==> config.mk <==
export PLATFORM = sky130hd
export DESIGN_NAME = axi_stream_packer
export DESIGN_NICKNAME = d
export VERILOG_FILES = /design/src/rtl/axi_stream_packer.sv
export SDC_FILE = /design/constraint.sdc
export NUM_CORES = 1
export LEC_CHECK = 0
export ABC_CLOCK_PERIOD_IN_PS = 1700
export CORE_MARGIN = 5
export CORE_UTILIZATION = 30
export CTS_BUF_LIST = sky130_fd_sc_hd__clkbuf_4 sky130_fd_sc_hd__clkbuf_8
export DETAILED_ROUTE_END_ITERATION = 10
export GPL_TIMING_DRIVEN = 0
export PLACE_DENSITY = 0.59
export SKIP_LAST_GASP = 1
export SLEW_MARGIN = 20
export SYNTH_ARGS = -nofsm -noshare
export SYNTH_HDL_FRONTEND = slang
export SYNTH_SLANG_ARGS = --single-unit
==> constraint.sdc <==
create_clock -name clk -period 1.7 [get_ports clk]
set_clock_uncertainty 0.15 [all_clocks]
set_input_delay 0.17 -clock clk [delete_from_list [all_inputs] [get_ports clk]]
set_output_delay 0.17 -clock clk [all_outputs]
set_load 0.02 [all_outputs]
==> src/rtl/axi_stream_packer.sv <==
// Width upsizer: packs RATIO narrow valid/ready beats into one registered wide beat.
// A beat flagged last closes the wide word early; unfilled lanes are zero with keep cleared.
module axi_stream_packer #(
    parameter int unsigned DATA_WIDTH = 32,
    parameter int unsigned RATIO      = 4
) (
    input  logic                        clk,
    input  logic                        resetn,
    input  logic                        s_axi_valid,
    output logic                        s_axi_ready,
    input  logic [DATA_WIDTH-1:0]       s_axi_data,
    input  logic                        s_axi_last,
    output logic                        m_axi_valid,
    input  logic                        m_axi_ready,
    output logic [DATA_WIDTH*RATIO-1:0] m_axi_data,
    output logic [RATIO-1:0]            m_axi_keep,
    output logic                        m_axi_last
);

    localparam int unsigned CW = (RATIO > 1) ? $clog2(RATIO) : 1;
    localparam int unsigned OW = DATA_WIDTH * RATIO;

    logic [OW-1:0]    data_q, data_d;
    logic [RATIO-1:0] keep_q, keep_d;
    logic             last_q, last_d;
    logic             valid_q, valid_d;
    logic [CW-1:0]    cnt_q, cnt_d;
    logic             accept;
    logic             xfer;
    logic             close;

    assign s_axi_ready = ~valid_q | m_axi_ready;
    assign accept      = s_axi_valid & s_axi_ready;
    assign xfer        = valid_q & m_axi_ready;
    assign close       = (cnt_q == CW'(RATIO - 1)) | s_axi_last;

    always_comb begin
        data_d  = data_q;
        keep_d  = keep_q;
        last_d  = last_q;
        valid_d = valid_q;
        cnt_d   = cnt_q;
        if (accept) begin
            // A new word always starts from a clean register, which also drops
            // the previous word when it leaves in this same cycle.
            if (cnt_q == '0) begin
                data_d = '0;
                keep_d = '0;
            end
            for (int unsigned i = 0; i < RATIO; i++) begin
                if (cnt_q == CW'(i)) begin
                    data_d[i*DATA_WIDTH +: DATA_WIDTH] = s_axi_data;
                    keep_d[i]                          = 1'b1;
                end
            end
            if (close) begin
                valid_d = 1'b1;
                last_d  = s_axi_last;
                cnt_d   = '0;
            end else begin
                valid_d = 1'b0;
                last_d  = 1'b0;
                cnt_d   = cnt_q + CW'(1);
            end
        end else if (xfer) begin
            valid_d = 1'b0;
            data_d  = '0;
            keep_d  = '0;
            last_d  = 1'b0;
        end
    end

    always_ff @(posedge clk) begin
        if (!resetn) begin
            data_q  <= '0;
            keep_q  <= '0;
            last_q  <= 1'b0;
            valid_q <= 1'b0;
            cnt_q   <= '0;
        end else begin
            data_q  <= data_d;
            keep_q  <= keep_d;
            last_q  <= last_d;
            valid_q <= valid_d;
            cnt_q   <= cnt_d;
        end
    end

    assign m_axi_valid = valid_q;
    assign m_axi_data  = data_q;
    assign m_axi_keep  = keep_q;
    assign m_axi_last  = last_q;

endmodule

== Yosys cells after proc, flatten, opt, wreduce, memory -nomap -nowiden ==
Cells that the tools add are included.

* Bits in registers: 136
* Latch bits: 0
* Memory bits (writable): 0
* Bits in read-only memories: 0
* Input bits: 37
* Output and inout port bits: 135
* Word-level logic and storage cells: 50
* Memories kept: 0

* Add/sub/neg operators: 1
* $mul: 0
* Div/mod/pow operators: 0
* Magnitude comparators: 0
* Equal/unequal tests: 7
* Shift-type cells: 0
* Mux-type cells: 20
* Bitwise operators: 5
* Reductions and logical operators: 6

{| class="wikitable"
|+ Operators by type and width
! kind !! number
|-
| 128-bit two-way mux || 3
|-
| 32-bit two-way mux || 4
|-
| 4-bit two-way mux || 3
|-
| 1-bit two-way mux || 9
|-
| 3-bit by 1-bit inequality test with 1-bit output (second input constant) || 3
|-
| 2-bit AND reduction || 4
|-
| 2-bit == test (second input constant) || 2
|-
| 2-bit by 1-bit adder with 2-bit output (second input constant) || 1
|-
| 1-bit bitwise AND || 2
|-
| 2-bit by 1-bit == test with 1-bit output (second input constant) || 1
|-
| 2-bit zero test || 1
|-
| 2-bit two-way mux || 1
|-
| 2-bit by 1-bit inequality test with 1-bit output (second input constant) || 1
|-
| 1-bit bitwise OR || 2
|-
| 2-bit nonzero test || 1
|-
| 1-bit NOT || 1
|}

== Logic depth before layout (Yosys ltp) ==
* Depth in word-level cells: 5
* Mapped depth: 7

== Least setup slack after synthesis ==
Ideal clock, no wire load.

* Path type: reg-to-reg
* Start: reg cnt_q[0]
* End: reg data_q[21] (netlist: m_axi_data[21])
* Setup time: 0.071 ns
* Data arrival time: 1.530 ns
* Required time: 1.479 ns
* Path slack: -0.051 ns
* Cell stages (with the launch flop): 8
* Path buffers: 2
* Clock period less this slack: 1.751 ns
* Path through: dfxtp_1 > inv_1 > ha_1 > mux2_4 > a21oi_2 > buf_4 > buf_2 > o2bb2ai_1

* Word-level cells in the longest chain between the ends: 3

{| class="wikitable"
|+ Ends and longest elaborated chain
! element !! RTL line !! source
|-
| from (decl) || 27 || <nowiki>logic [CW-1:0] cnt_q, cnt_d;</nowiki>
|-
| from (signal assigned) || 85 || <nowiki>cnt_q <= cnt_d;</nowiki>
|-
| 2-bit zero test * || 46, 51 ||
|-
| 2-bit by 1-bit inequality test with 1-bit output (no line) or 32-bit two-way mux (tied branches) || - ||
|-
| 2-bit AND reduction (no line) or 128-bit two-way mux (tied branches) || - ||
|-
| to (signal assigned) || 81 || <nowiki>data_q <= data_d;</nowiki>
|-
| to (decl) || 23 || <nowiki>logic [OW-1:0] data_q, data_d;</nowiki>
|}

Mark *: on every way between the ends. The rest lies on a longest branch, timed or not.
A chain may end at the register's enable or synchronous reset.

== Worst setup path in the final report ==
* Start: reg cnt_q[0]
* End: reg data_q[58] (netlist: m_axi_data[58])

* Word-level cells in the longest chain between the ends: 3

{| class="wikitable"
|+ Ends and longest elaborated chain
! element !! RTL line
|-
| 2-bit by 1-bit == test with 1-bit output or 2-bit zero test (tied branches) || 51, 46
|-
| 3-bit by 1-bit inequality test with 1-bit output (no line) or 32-bit two-way mux (tied branches) || -
|-
| 2-bit AND reduction (no line) or 128-bit two-way mux (tied branches) || -
|}

Parallel ways exist; a longest one is shown, timed or not.

==> impl_summary.log <==
INFO  metric place_area = 6940 µm²
INFO  metric drt_wl_total = 18900 µm
INFO  metric place.port_buffers = 169
INFO  metric worst_skew_pair.late_latency = 0.44 ns
INFO  metric flow.area_growth_from_synthesis = 60.1%
INFO  metric whs_path_depth = 3
INFO  metric synthCells = 482
INFO  metric syn_nets = 523
INFO  metric synthDistinctLibCells = 26
INFO  metric first_pass_grt_wire_length = 28700 µm
INFO  metric fp.dieH = 138 µm
INFO  metric worstPathMaxFanout = 5
INFO  metric timing.final.ws_setup = -0.0942 ns
INFO  metric criticalPathCategory = flip-flop to flip-flop
INFO  metric timing.max_slew.rel_slack = 56.1%
INFO  metric die_area = 19100 µm²
INFO  metric required = 1.94 ns
INFO  metric i_o_pins = 172
INFO  metric fin_area = 7910 µm²
INFO  metric worst_reg2reg_path_length_in_cells = 8
INFO  metric clock_pin_slew_on_the_worst_setup_and_hold_paths = 0.07 ns
INFO  metric failing_checks = setup timing
INFO  metric final_worst_path_period_share = 106%
INFO  metric switching_share_of_total_power = 26.3%
INFO  metric fmax = 557 MHz
INFO  metric layout.cells.most_common_list = dlygate4sd2_1, dfxtp_1, nor3_1
INFO  metric cts_htree_levels = 4
INFO  metric final_cells = 917
INFO  metric rd_place_congestion = 0.868
INFO  metric grt_pass1_vias = 4871
INFO  metric ys_ff_latch = 136
INFO  metric comb_power_share = 14.6%
INFO  metric ir_drop = 0.418 mV
INFO  metric critical_path.endpoint_type = flip-flop
INFO  metric power_per_cell_area = 838 nW/µm²
INFO  metric die_width = 138 µm
INFO  metric fin_nets = 729
INFO  metric place.detailed.hpwl = 13200 µm
INFO  metric core_area = 16300 µm²
INFO  metric yosys_warnings = 0
INFO  metric drive_above_1_share = 25.3%
INFO  metric status = complete, but fails checks
INFO  metric syn-mean-instance-area = 10.3 µm²
INFO  metric grt_start_max_net_pins = 17
INFO  metric route.detailed.wl_per_inst = 20.6 µm
INFO  metric num_vias = 4740
INFO  metric hold_path.class = primary input to flip-flop
INFO  metric syn_area = 4940 µm²
INFO  metric drc_errors = 0
INFO  metric min_hold_slack = 0.0877 ns
INFO  metric antenna_found_initial = 0
INFO  metric cts_inserted_buffers = 17
INFO  metric leakage = 0.00358 µW
INFO  metric placedCellCount = 871
INFO  metric core.rowCount = 47
INFO  metric clkSinkCount = 136
INFO  metric via_per_inst = 5.17
INFO  metric final-setup-viol-count = 120
INFO  metric arrival_time_at_the_worst_endpoint = 2.03 ns
INFO  metric clock_tree_from_tritoncts = built
INFO  metric power.clock.fraction = 35.4%
INFO  metric share_seq_of_total_power = 50.0%
INFO  metric antenna_fix_cells = 0
INFO  metric yosysSeqAreaShare = 55.1%
INFO  metric worst-slew-pin-transition = 0.658 ns
INFO  metric timing_max_transition_violations_final = 0
INFO  metric clockBufferDepth = 2
INFO  metric grt_setup_unrepaired = yes
INFO  metric internal_power = 4890 µW
INFO  metric initial_core_utilization = 30.2%
INFO  metric initialDrtViolationCount = 206
INFO  metric layout_commonest_cell = dlygate4sd2_1
INFO  metric grt_usage = 19.2%
INFO  metric grt_overflow = 0
INFO  metric cap_viol_max_count = 0
INFO  metric drtPass1Iterations = 5
INFO  metric cts_hold_buffers = 0
INFO  metric clk_root_buffer_cell = clkbuf_8
INFO  metric worstSetupStartpointType = flip-flop
INFO  metric p_sw = 1740 µW
INFO  metric final_antenna_net_count = 0
INFO  metric post-route-min-period = 1.79 ns
INFO  metric final_hold_vios = 0
INFO  metric final.fill_count = 1545
-- registers in the layout, summed over array words and instances, names as in the netlist --
signal,count
cnt_q,2
m_axi_keep,4
m_axi_last,1
m_axi_data,128
m_axi_valid,1
-- power by group through the flow --
stage	logic (µW)	clock network, µW	registers [µW]
finish	967	2350	3320
detailed placement	760	0	3380
floorplan	291	0	3470
global route	1020	2560	3320
CTS	908	2410	3310
global placement	744	0	3380
-- timing repair --
item	CTS	global route
resized for setup	241	38
setup buffers	7	3
gates cloned	6	2
pin swaps	10	25
setup endpoints to repair	269	135
-- cells by family after synthesis --
group / count (synthesis) / share of synthesized area, %
and+or+nand+nor: 140 / 13.4
muxes: 3 / 0.709
DFF: 136 / 55.1
adders and majority gates: 4 / 1.01
buffers and inverters: 57 / 5.27
AOI/OAI and AO/OA: 142 / 24.6
-- through the flow --
step           utilization [%]  setup WS, ns  TNS (ns)  power [µW]
5_1_grt                   48.4        -0.150    -13.47        6900
3_3_place_gp              42.4        -0.455    -53.22        4120
3_5_place_dp              42.4        -0.525    -56.31        4140
6_report                  48.4       -0.0942     -6.69        6630
2_1_floorplan                -       0.00320         0        3760
4_1_cts                   46.8       -0.0793     -5.30        6620
-- layout make-up --
type / count / area, µm² / area share, %
Clock inverter: 4 / 20.0 / 0.253
Sequential cell: 136 / 2730 / 34.5
Clock buffer: 24 / 318 / 4.02
Multi-Input combinational cell: 289 / 2240 / 28.3
Inverter: 5 / 28.8 / 0.364
Tap cell: 220 / 275 / 3.48
Timing Repair Buffer: 187 / 1850 / 23.4
Buffer: 52 / 449 / 5.68
-- routing by layer --
metal	GRT usage (%)	share of wire [%]	up-vias
met3	6.94	6.5	37
met5	0	0	-
li1	-	-	2232
met2	31.3	47	159
met1	23.4	44	2312
met4	7.02	2.5	0
-- worst paths after layout --
check | slack [ns] | endpoint | from
max | -0.09 | m_axi_data[58] | cnt_q[0]
min | 0.09 | m_axi_data[65] | s_axi_valid
max reg2reg | -0.09 | m_axi_data[58] | cnt_q[0]
min reg2reg | 0.31 | m_axi_data[25] | m_axi_data[25]
-- synth_stat cells (all sizes together) --
| cell | instances | area share, % |
|---|---|---|
| dfxtp | 136 | 55 |
| a31o | 96 | 17 |
| nor3 | 96 | 9.7 |
| nand2 | 35 | 2.7 |
| o2bb2ai | 34 | 6.0 |
| clkbuf | 29 | 2.2 |
| buf | 23 | 2.7 |
| a21oi | 6 | 0.68 |
| inv | 5 | 0.38 |
| ha | 4 | 1.0 |
| nand3 | 4 | 0.41 |
| o21ai | 3 | 0.30 |
| mux2i | 2 | 0.41 |
| nand4 | 2 | 0.25 |
| a211oi | 1 | 0.15 |
| a2bb2o | 1 | 0.20 |
| a32oi | 1 | 0.18 |
| mux2 | 1 | 0.30 |
| nor2 | 1 | 0.076 |
| nor2b | 1 | 0.13 |
| or2 | 1 | 0.13 |
-- critical path: stages, from the launching register on --
cell and delay, ns:
dfxtp_4 0.38, inv_4 0.05, ha_4 0.15, mux2_4 0.27, a21oi_4 0.15, buf_6 0.14, buf_8 0.14, buf_8 0.14
a31o_4 0.16
(Power assumes the default switching activity.)
